[src/rtl/cla_pkg.sv]
`default_nettype none
// ============================================================================
//  Module      : cla_pkg
//  Description : Shared constants and types for the two-level carry-lookahead
//                adder (group size, default operand width, group GG/GP pair).
//  Revision    : 1.0 - initial release
// ============================================================================
package cla_pkg;

    // Bits per first-level lookahead block
    localparam int GROUP_SIZE        = 4;

    // Datapath width of the RISC core ALU adder
    localparam int CLA_DEFAULT_WIDTH = 32;

    // Group generate / group propagate produced by each 4-bit block
    typedef struct packed {
        logic gg;
        logic gp;
    } group_gp_t;

endpackage : cla_pkg
`default_nettype wire

[src/rtl/cla_group4.sv]
`default_nettype none
// ============================================================================
//  Module      : cla_group4
//  Description : 4-bit carry-lookahead block. Internal carries c1..c3 are
//                flattened sum-of-products of the block carry-in, and the
//                block exports group generate (GG) / group propagate (GP)
//                for the second lookahead level.
//  Revision    : 1.0 - initial release
// ============================================================================
module cla_group4 (
    input  logic [3:0] i_a,
    input  logic [3:0] i_b,
    input  logic       i_cin,
    output logic [3:0] o_sum,
    output logic       o_gg,
    output logic       o_gp
);

    logic [3:0] w_g;
    logic [3:0] w_p;
    logic [3:0] w_c;

    // Per-bit generate/propagate, lookahead carries and group terms
    always_comb begin
        w_g = i_a & i_b;
        w_p = i_a ^ i_b;

        w_c[0] = i_cin;
        w_c[1] = w_g[0] | (w_p[0] & i_cin);
        w_c[2] = w_g[1] | (w_p[1] & w_g[0]) | (w_p[1] & w_p[0] & i_cin);
        w_c[3] = w_g[2] | (w_p[2] & w_g[1]) | (w_p[2] & w_p[1] & w_g[0])
               | (w_p[2] & w_p[1] & w_p[0] & i_cin);

        o_sum = w_p ^ w_c;

        // GG/GP do not depend on the carry-in, so the second level never
        // waits on this block's own carry
        o_gg  = w_g[3] | (w_p[3] & w_g[2]) | (w_p[3] & w_p[2] & w_g[1])
              | (w_p[3] & w_p[2] & w_p[1] & w_g[0]);
        o_gp  = &w_p;
    end

endmodule : cla_group4
`default_nettype wire

[src/rtl/carry_lookahead_adder.sv]
`default_nettype none
// ============================================================================
//  Module      : carry_lookahead_adder
//  Description : Registered WIDTH-bit two-level carry-lookahead adder,
//                {cout, sum} = a + b + cin, captured one clock after
//                in_valid. WIDTH must be a non-zero multiple of 4.
//                Optional feature macro: CLA_OVERFLOW_EN adds the registered
//                signed-overflow output ovf.
//  Revision    : 1.0 - initial release
// ============================================================================
module carry_lookahead_adder
    import cla_pkg::*;
#(
    parameter int WIDTH = CLA_DEFAULT_WIDTH
) (
    input  logic             clk,
    input  logic             rst_n,
    input  logic             in_valid,
    input  logic [WIDTH-1:0] a,
    input  logic [WIDTH-1:0] b,
    input  logic             cin,
    output logic             out_valid,
    output logic [WIDTH-1:0] sum,
    output logic             cout
`ifdef CLA_OVERFLOW_EN
    ,
    output logic             ovf
`endif
);

    localparam int c_NUM_GROUPS = WIDTH / GROUP_SIZE;

    group_gp_t [c_NUM_GROUPS-1:0] w_grp;
    logic      [c_NUM_GROUPS:0]   w_blk_c;   // block carry-ins; top entry is cout
    logic      [WIDTH-1:0]        w_sum;
    logic                         w_term;
    logic                         w_acc;

    logic                         r_out_valid;
    logic      [WIDTH-1:0]        r_sum;
    logic                         r_cout;

    // First level: one 4-bit lookahead block per nibble
    generate
        for (genvar k = 0; k < c_NUM_GROUPS; k++) begin : g_group
            cla_group4 u_group (
                .i_a   (a[k*GROUP_SIZE +: GROUP_SIZE]),
                .i_b   (b[k*GROUP_SIZE +: GROUP_SIZE]),
                .i_cin (w_blk_c[k]),
                .o_sum (w_sum[k*GROUP_SIZE +: GROUP_SIZE]),
                .o_gg  (w_grp[k].gg),
                .o_gp  (w_grp[k].gp)
            );
        end
    endgenerate

    // Second level: each block carry-in is the flattened sum-of-products
    // GG[k-1] | GP[k-1]GG[k-2] | ... | GP[k-1..0]cin, so no carry ripples
    // from one block into the next
    always_comb begin
        w_blk_c    = '0;
        w_term     = 1'b0;
        w_acc      = 1'b0;
        w_blk_c[0] = cin;
        for (int k = 1; k <= c_NUM_GROUPS; k++) begin
            w_term = cin;
            for (int j = 0; j < k; j++) begin
                w_term = w_term & w_grp[j].gp;
            end
            w_acc = w_term;
            for (int j = 0; j < k; j++) begin
                w_term = w_grp[j].gg;
                for (int m = j + 1; m < k; m++) begin
                    w_term = w_term & w_grp[m].gp;
                end
                w_acc = w_acc | w_term;
            end
            w_blk_c[k] = w_acc;
        end
    end

    // Result register: capture on in_valid, hold otherwise
    always_ff @(posedge clk or negedge rst_n) begin
        if (!rst_n) begin
            r_out_valid <= 1'b0;
            r_sum       <= '0;
            r_cout      <= 1'b0;
        end else if (in_valid) begin
            r_out_valid <= 1'b1;
            r_sum       <= w_sum;
            r_cout      <= w_blk_c[c_NUM_GROUPS];
        end
    end

    assign out_valid = r_out_valid;
    assign sum       = r_sum;
    assign cout      = r_cout;

`ifdef CLA_OVERFLOW_EN
    logic w_c_msb;
    logic r_ovf;

    // Carry into the MSB recovered from its sum bit: c = s ^ a ^ b
    assign w_c_msb = w_sum[WIDTH-1] ^ a[WIDTH-1] ^ b[WIDTH-1];

    // Signed overflow register, updated alongside the sum
    always_ff @(posedge clk or negedge rst_n) begin
        if (!rst_n) begin
            r_ovf <= 1'b0;
        end else if (in_valid) begin
            r_ovf <= w_c_msb ^ w_blk_c[c_NUM_GROUPS];
        end
    end

    assign ovf = r_ovf;
`endif

endmodule : carry_lookahead_adder
`default_nettype wire

[config.mk]
export PLATFORM = sky130hd
export DESIGN_NAME = carry_lookahead_adder
export DESIGN_NICKNAME = d
export VERILOG_FILES = /design/src/rtl/cla_pkg.sv /design/src/rtl/cla_group4.sv /design/src/rtl/carry_lookahead_adder.sv
export SDC_FILE = /design/constraint.sdc
export NUM_CORES = 1
export LEC_CHECK = 0
export CAP_MARGIN = 5
export CORE_ASPECT_RATIO = 1.4
export CORE_MARGIN = 10
export CORE_UTILIZATION = 40
export DETAILED_ROUTE_END_ITERATION = 12
export PLACE_DENSITY = 0.74
export SLEW_MARGIN = 40
export SYNTH_ARGS = -nofsm -noshare
export SYNTH_HDL_FRONTEND = slang
export SYNTH_SLANG_ARGS = --single-unit
[constraint.sdc]
create_clock -name clk -period 0.8 [get_ports clk]
set_clock_uncertainty 0.05 [all_clocks]
set_input_delay 0.08 -clock clk [delete_from_list [all_inputs] [get_ports clk]]
set_output_delay 0.08 -clock clk [all_outputs]
set_load 0.02 [all_outputs]
==> impl_metrics.env, run 1 <==
export IMPL_outcome="finished, violations left"
export IMPL_failed_checks="negative setup slack"
export IMPL_p_leak_nw=2.44
export IMPL_tightestPinTransition_ns=0.433
export IMPL_layout_min_cycle_time_ns=2.15
export IMPL_fmaxAchievable_mhz=464
export IMPL_finalInstanceArea_um2=5310
export IMPL_avgRoutedWirePerCell_um=20.3
export IMPL_cp_required_ns=0.93
export IMPL_global_route_wire_length_before_repair_um=15900
export IMPL_synth_seq_cells=34
export IMPL_die_height_um=115
export IMPL_cts_clk_slew_worst_paths_ns=0.10
export IMPL_critPathKind="input port to flip-flop"
export IMPL_drtPass1Iterations=4
export IMPL_slew_headroom=0.708
export IMPL_route_antenna_remaining_nets=0
export IMPL_clk_insertion_delay_late_ns=0.29
export IMPL_ys_seq_area_frac=0.332
export IMPL_final_seq_area_um2=852
export IMPL_grt_start_max_net_pins=35
export IMPL_drv_max_cap_violation_count=0
export IMPL_combined_area_of_the_multi_input_logic_cells_um2=2340
export IMPL_setup_violations_final=66
export IMPL_overall_global_routing_usage=0.198
export IMPL_layout_nets=569
export IMPL_path_class_of_the_lowest_slack_min_delay_path="input port to flip-flop"
export IMPL_share_comb_of_total_power=0.561
export IMPL_syn_instance_count=245
export IMPL_timing_hold_violations_final=0
export IMPL_p_seq_frac=0.279
export IMPL_synth_warnings=0
export IMPL_worstSetupEndpointType="flip-flop"
export IMPL_io_pins=102
export IMPL_vias_after_detailed_routing=2834
export IMPL_power_clock_fraction=0.159
export IMPL_power_per_cell_area_nw_per_um2=1620
export IMPL_critPathLaunchType="input port"
export IMPL_avgSynthCellArea_um2=10.5
export IMPL_netSwitchingFraction=0.366
export IMPL_syn_to_final_growth_pct=107
export IMPL_dominantRegCellSynth="dfrtp_1"
export IMPL_cp_arrival_ns=2.28
export IMPL_grt_antenna_before_repair=1
export IMPL_peakVddDrop_mv=1.34
export IMPL_synth_edff_count=0
export IMPL_die_area_um2=10100
export IMPL_htree_num_levels=2
export IMPL_synth_cell_types=44
export IMPL_first_global_vias=3238
export IMPL_cts_buffers_inserted=5
export IMPL_io_buffers=101
export IMPL_fillerInstances=322
export IMPL_floorplan_rows=34
export IMPL_cts_path_max_buffers=2
export IMPL_detailedRoute_firstIterationViolations=91
export IMPL_dpl_cell_area_um2=4560
export IMPL_worst_hold_slack_ns=0.183
export IMPL_finish_utilization=0.855
export IMPL_place_congestion=0.829
export IMPL_mappedNetlistArea_um2=2560
export IMPL_coreArea_um2=6210
export IMPL_die_w_um=87.6
export IMPL_cts_tree="built"
export IMPL_drc_errors=0
export IMPL_finalWorstSetupSlack_ns=-1.35
export IMPL_critPathMaxFanout=3
export IMPL_drive_gt1_frac=0.665
export IMPL_final_wl_um=10900
export IMPL_start_util=0.413
export IMPL_clock_tree_root_cell="clkbuf_8"
export IMPL_cts_sink_count=34
export IMPL_total_switching_power_w=0.00314
export IMPL_routed_via_density=5.30
export IMPL_intPower_w=0.00545
export IMPL_synth_async_sr_flop_share=1.00
export IMPL_overflow=0
export IMPL_net_count_of_the_mapped_netlist=353
export IMPL_detailed_placement_hpwl_um=7000
export IMPL_grt_setup_unrepaired="yes"
export IMPL_final_max_slew_violation_count=0
export IMPL_layout_worst_path_cycle_share=2.69
[power by group through the flow]
stage	clock network (W)	logic [W]	registers [W]
CTS	0.00135	0.00451	0.00238
global placement	0	0.00379	0.00231
detailed placement	0	0.00391	0.00232
global route	0.00145	0.00512	0.00244
floorplan	0	0.00136	0.00278
finish	0.00137	0.00483	0.00240
[routing by layer]
metal | routed length, um | GRT usage | share of wire | vias to the layer above
met5 | 0 | 0 | 0 | -
met4 | 390 | 0.0768 | 0.036 | 0
met3 | 459 | 0.0335 | 0.042 | 27
met2 | 6150 | 0.383 | 0.57 | 95
met1 | 3850 | 0.199 | 0.35 | 1389
li1 | - | - | - | 1323
[through the flow]
step | total power, W | std cells | TNS (ns) | worst slack [ns]
global placement | 0.00611 | 496 | -62.62 | -1.98
global route | 0.00901 | 535 | -42.30 | -1.41
floorplan | 0.00414 | 245 | -30.58 | -1.34
detailed placement | 0.00623 | 496 | -64.29 | -2.05
finish | 0.00860 | 535 | -39.71 | -1.35
CTS | 0.00824 | 527 | -36.83 | -1.34
[registers in the layout, summed over array words and instances, names as in the netlist]
| register | count |
|---|---|
| sum | 32 |
| cout | 1 |
| out_valid | 1 |
[path summary, 6_finish.rpt]
check | start | to | slack, ns | cells past startpoint
worst min register to register | out_valid$_DFFE_PN0P_ | out_valid$_DFFE_PN0P_ | 0.46 | 1
worst min-delay path | in_valid | sum[17]$_DFFE_PN0P_ | 0.18 | 3
worst max-delay path | a[0] | sum[28]$_DFFE_PN0P_ | -1.35 | 10
max in group asynchronous | rst_n | out_valid$_DFFE_PN0P_ | 0.27 | 3
min in group asynchronous | rst_n | sum[18]$_DFFE_PN0P_ | 0.22 | 3
worst max register to register | sum[12]$_DFFE_PN0P_ | sum[12]$_DFFE_PN0P_ | -0.18 | 2
[worst max-delay path, stage by stage]
cell       delay [ns]
buf_8            0.10
ha_4             0.26
a21oi_2          0.05
nand4b_1         0.25
a211o_4          0.41
a21oi_4          0.17
o2111ai_2        0.14
nand2_1          0.12
fa_2             0.43
mux2_4           0.26
[cell usage after synthesis (all sizes together) (2+ instances only)]
cell / n / area (um^2)
dfrtp: 34 / 851
ha: 32 / 400
a21oi: 23 / 126
mux2: 18 / 203
nand2: 15 / 56.3
nor2: 15 / 56.3
xnor2: 14 / 123
a21o: 12 / 90.1
inv: 9 / 33.8
fa: 8 / 160
o21ai: 8 / 40.0
o21a: 6 / 46.3
nor3: 5 / 25.0
o31ai: 5 / 42.5
or3: 4 / 30.0
xor2: 4 / 35.0
clkbuf: 3 / 11.3
or2: 3 / 18.8
a211oi: 2 / 15.0
buf: 2 / 7.51
nand2b: 2 / 12.5
nand3: 2 / 10.0
nand4: 2 / 12.5
o221ai: 2 / 17.5
[logic make-up after synthesis]
| kind of cell | count (synthesis) | synth area share |
|---|---|---|
| AOI/OAI and AO/OA | 67 | 0.185 |
| and+or+nand+nor | 54 | 0.104 |
| adders and majority gates | 40 | 0.219 |
| DFF | 34 | 0.332 |
| xor gates and xnor gates | 18 | 0.0615 |
| muxes | 18 | 0.0791 |
| buffers and inverters | 14 | 0.0205 |
[layout make-up]
cell class,instances,share of cell area
Sequential cell,34,0.160
Inverter,9,0.00825
Tap cell,72,0.0170
Clock inverter,3,0.00401
Timing Repair Buffer,214,0.356
Clock buffer,5,0.0130
Multi-Input combinational cell,197,0.441
Antenna cell,1,0.000471
[what timing repair did]
item                                    CTS  global route
endpoints found under the hold margin    34             0
hold buffers                              1             0
setup buffers                            24            11
pin swaps                                85            37
endpoints found under the setup margin   67            67
gates resized for setup                 453            24
[cell usage in the layout, fill, tap and decap left out, drive strengths merged, types with 2 or more instances in the layout]
master,n
clkdlybuf4s15,5
clkinv,2
o21a,6
nand3,2
clkdlybuf4s50,14
dfrtp,34
a21o,12
a211oi,2
nand2b,2
nor2,15
or3,4
or2,3
o31ai,5
xor2,4
nand4,2
nor3,5
mux2,18
clkbuf,5
buf,184
ha,32
a21oi,23
nand2,15
o21ai,8
fa,8
o221ai,2
inv,9
dlygate4sd2,10
xnor2,14
No activity file was read; power rests on OpenSTA's default activity.
==> run 2, diff against run 1 <==
--- a/config.mk
+++ b/config.mk
@@ -9,9 +9,10 @@
 export CORE_ASPECT_RATIO = 1.4
 export CORE_MARGIN = 10
 export CORE_UTILIZATION = 40
+export CTS_CLUSTER_SIZE = 30
 export DETAILED_ROUTE_END_ITERATION = 12
 export PLACE_DENSITY = 0.74
-export SLEW_MARGIN = 40
+export SLEW_MARGIN = 20
 export SYNTH_ARGS = -nofsm -noshare
 export SYNTH_HDL_FRONTEND = slang
 export SYNTH_SLANG_ARGS = --single-unit
==> results of run 2 <==
No change in the layout: final DEF, timing and power equal those of run 1.
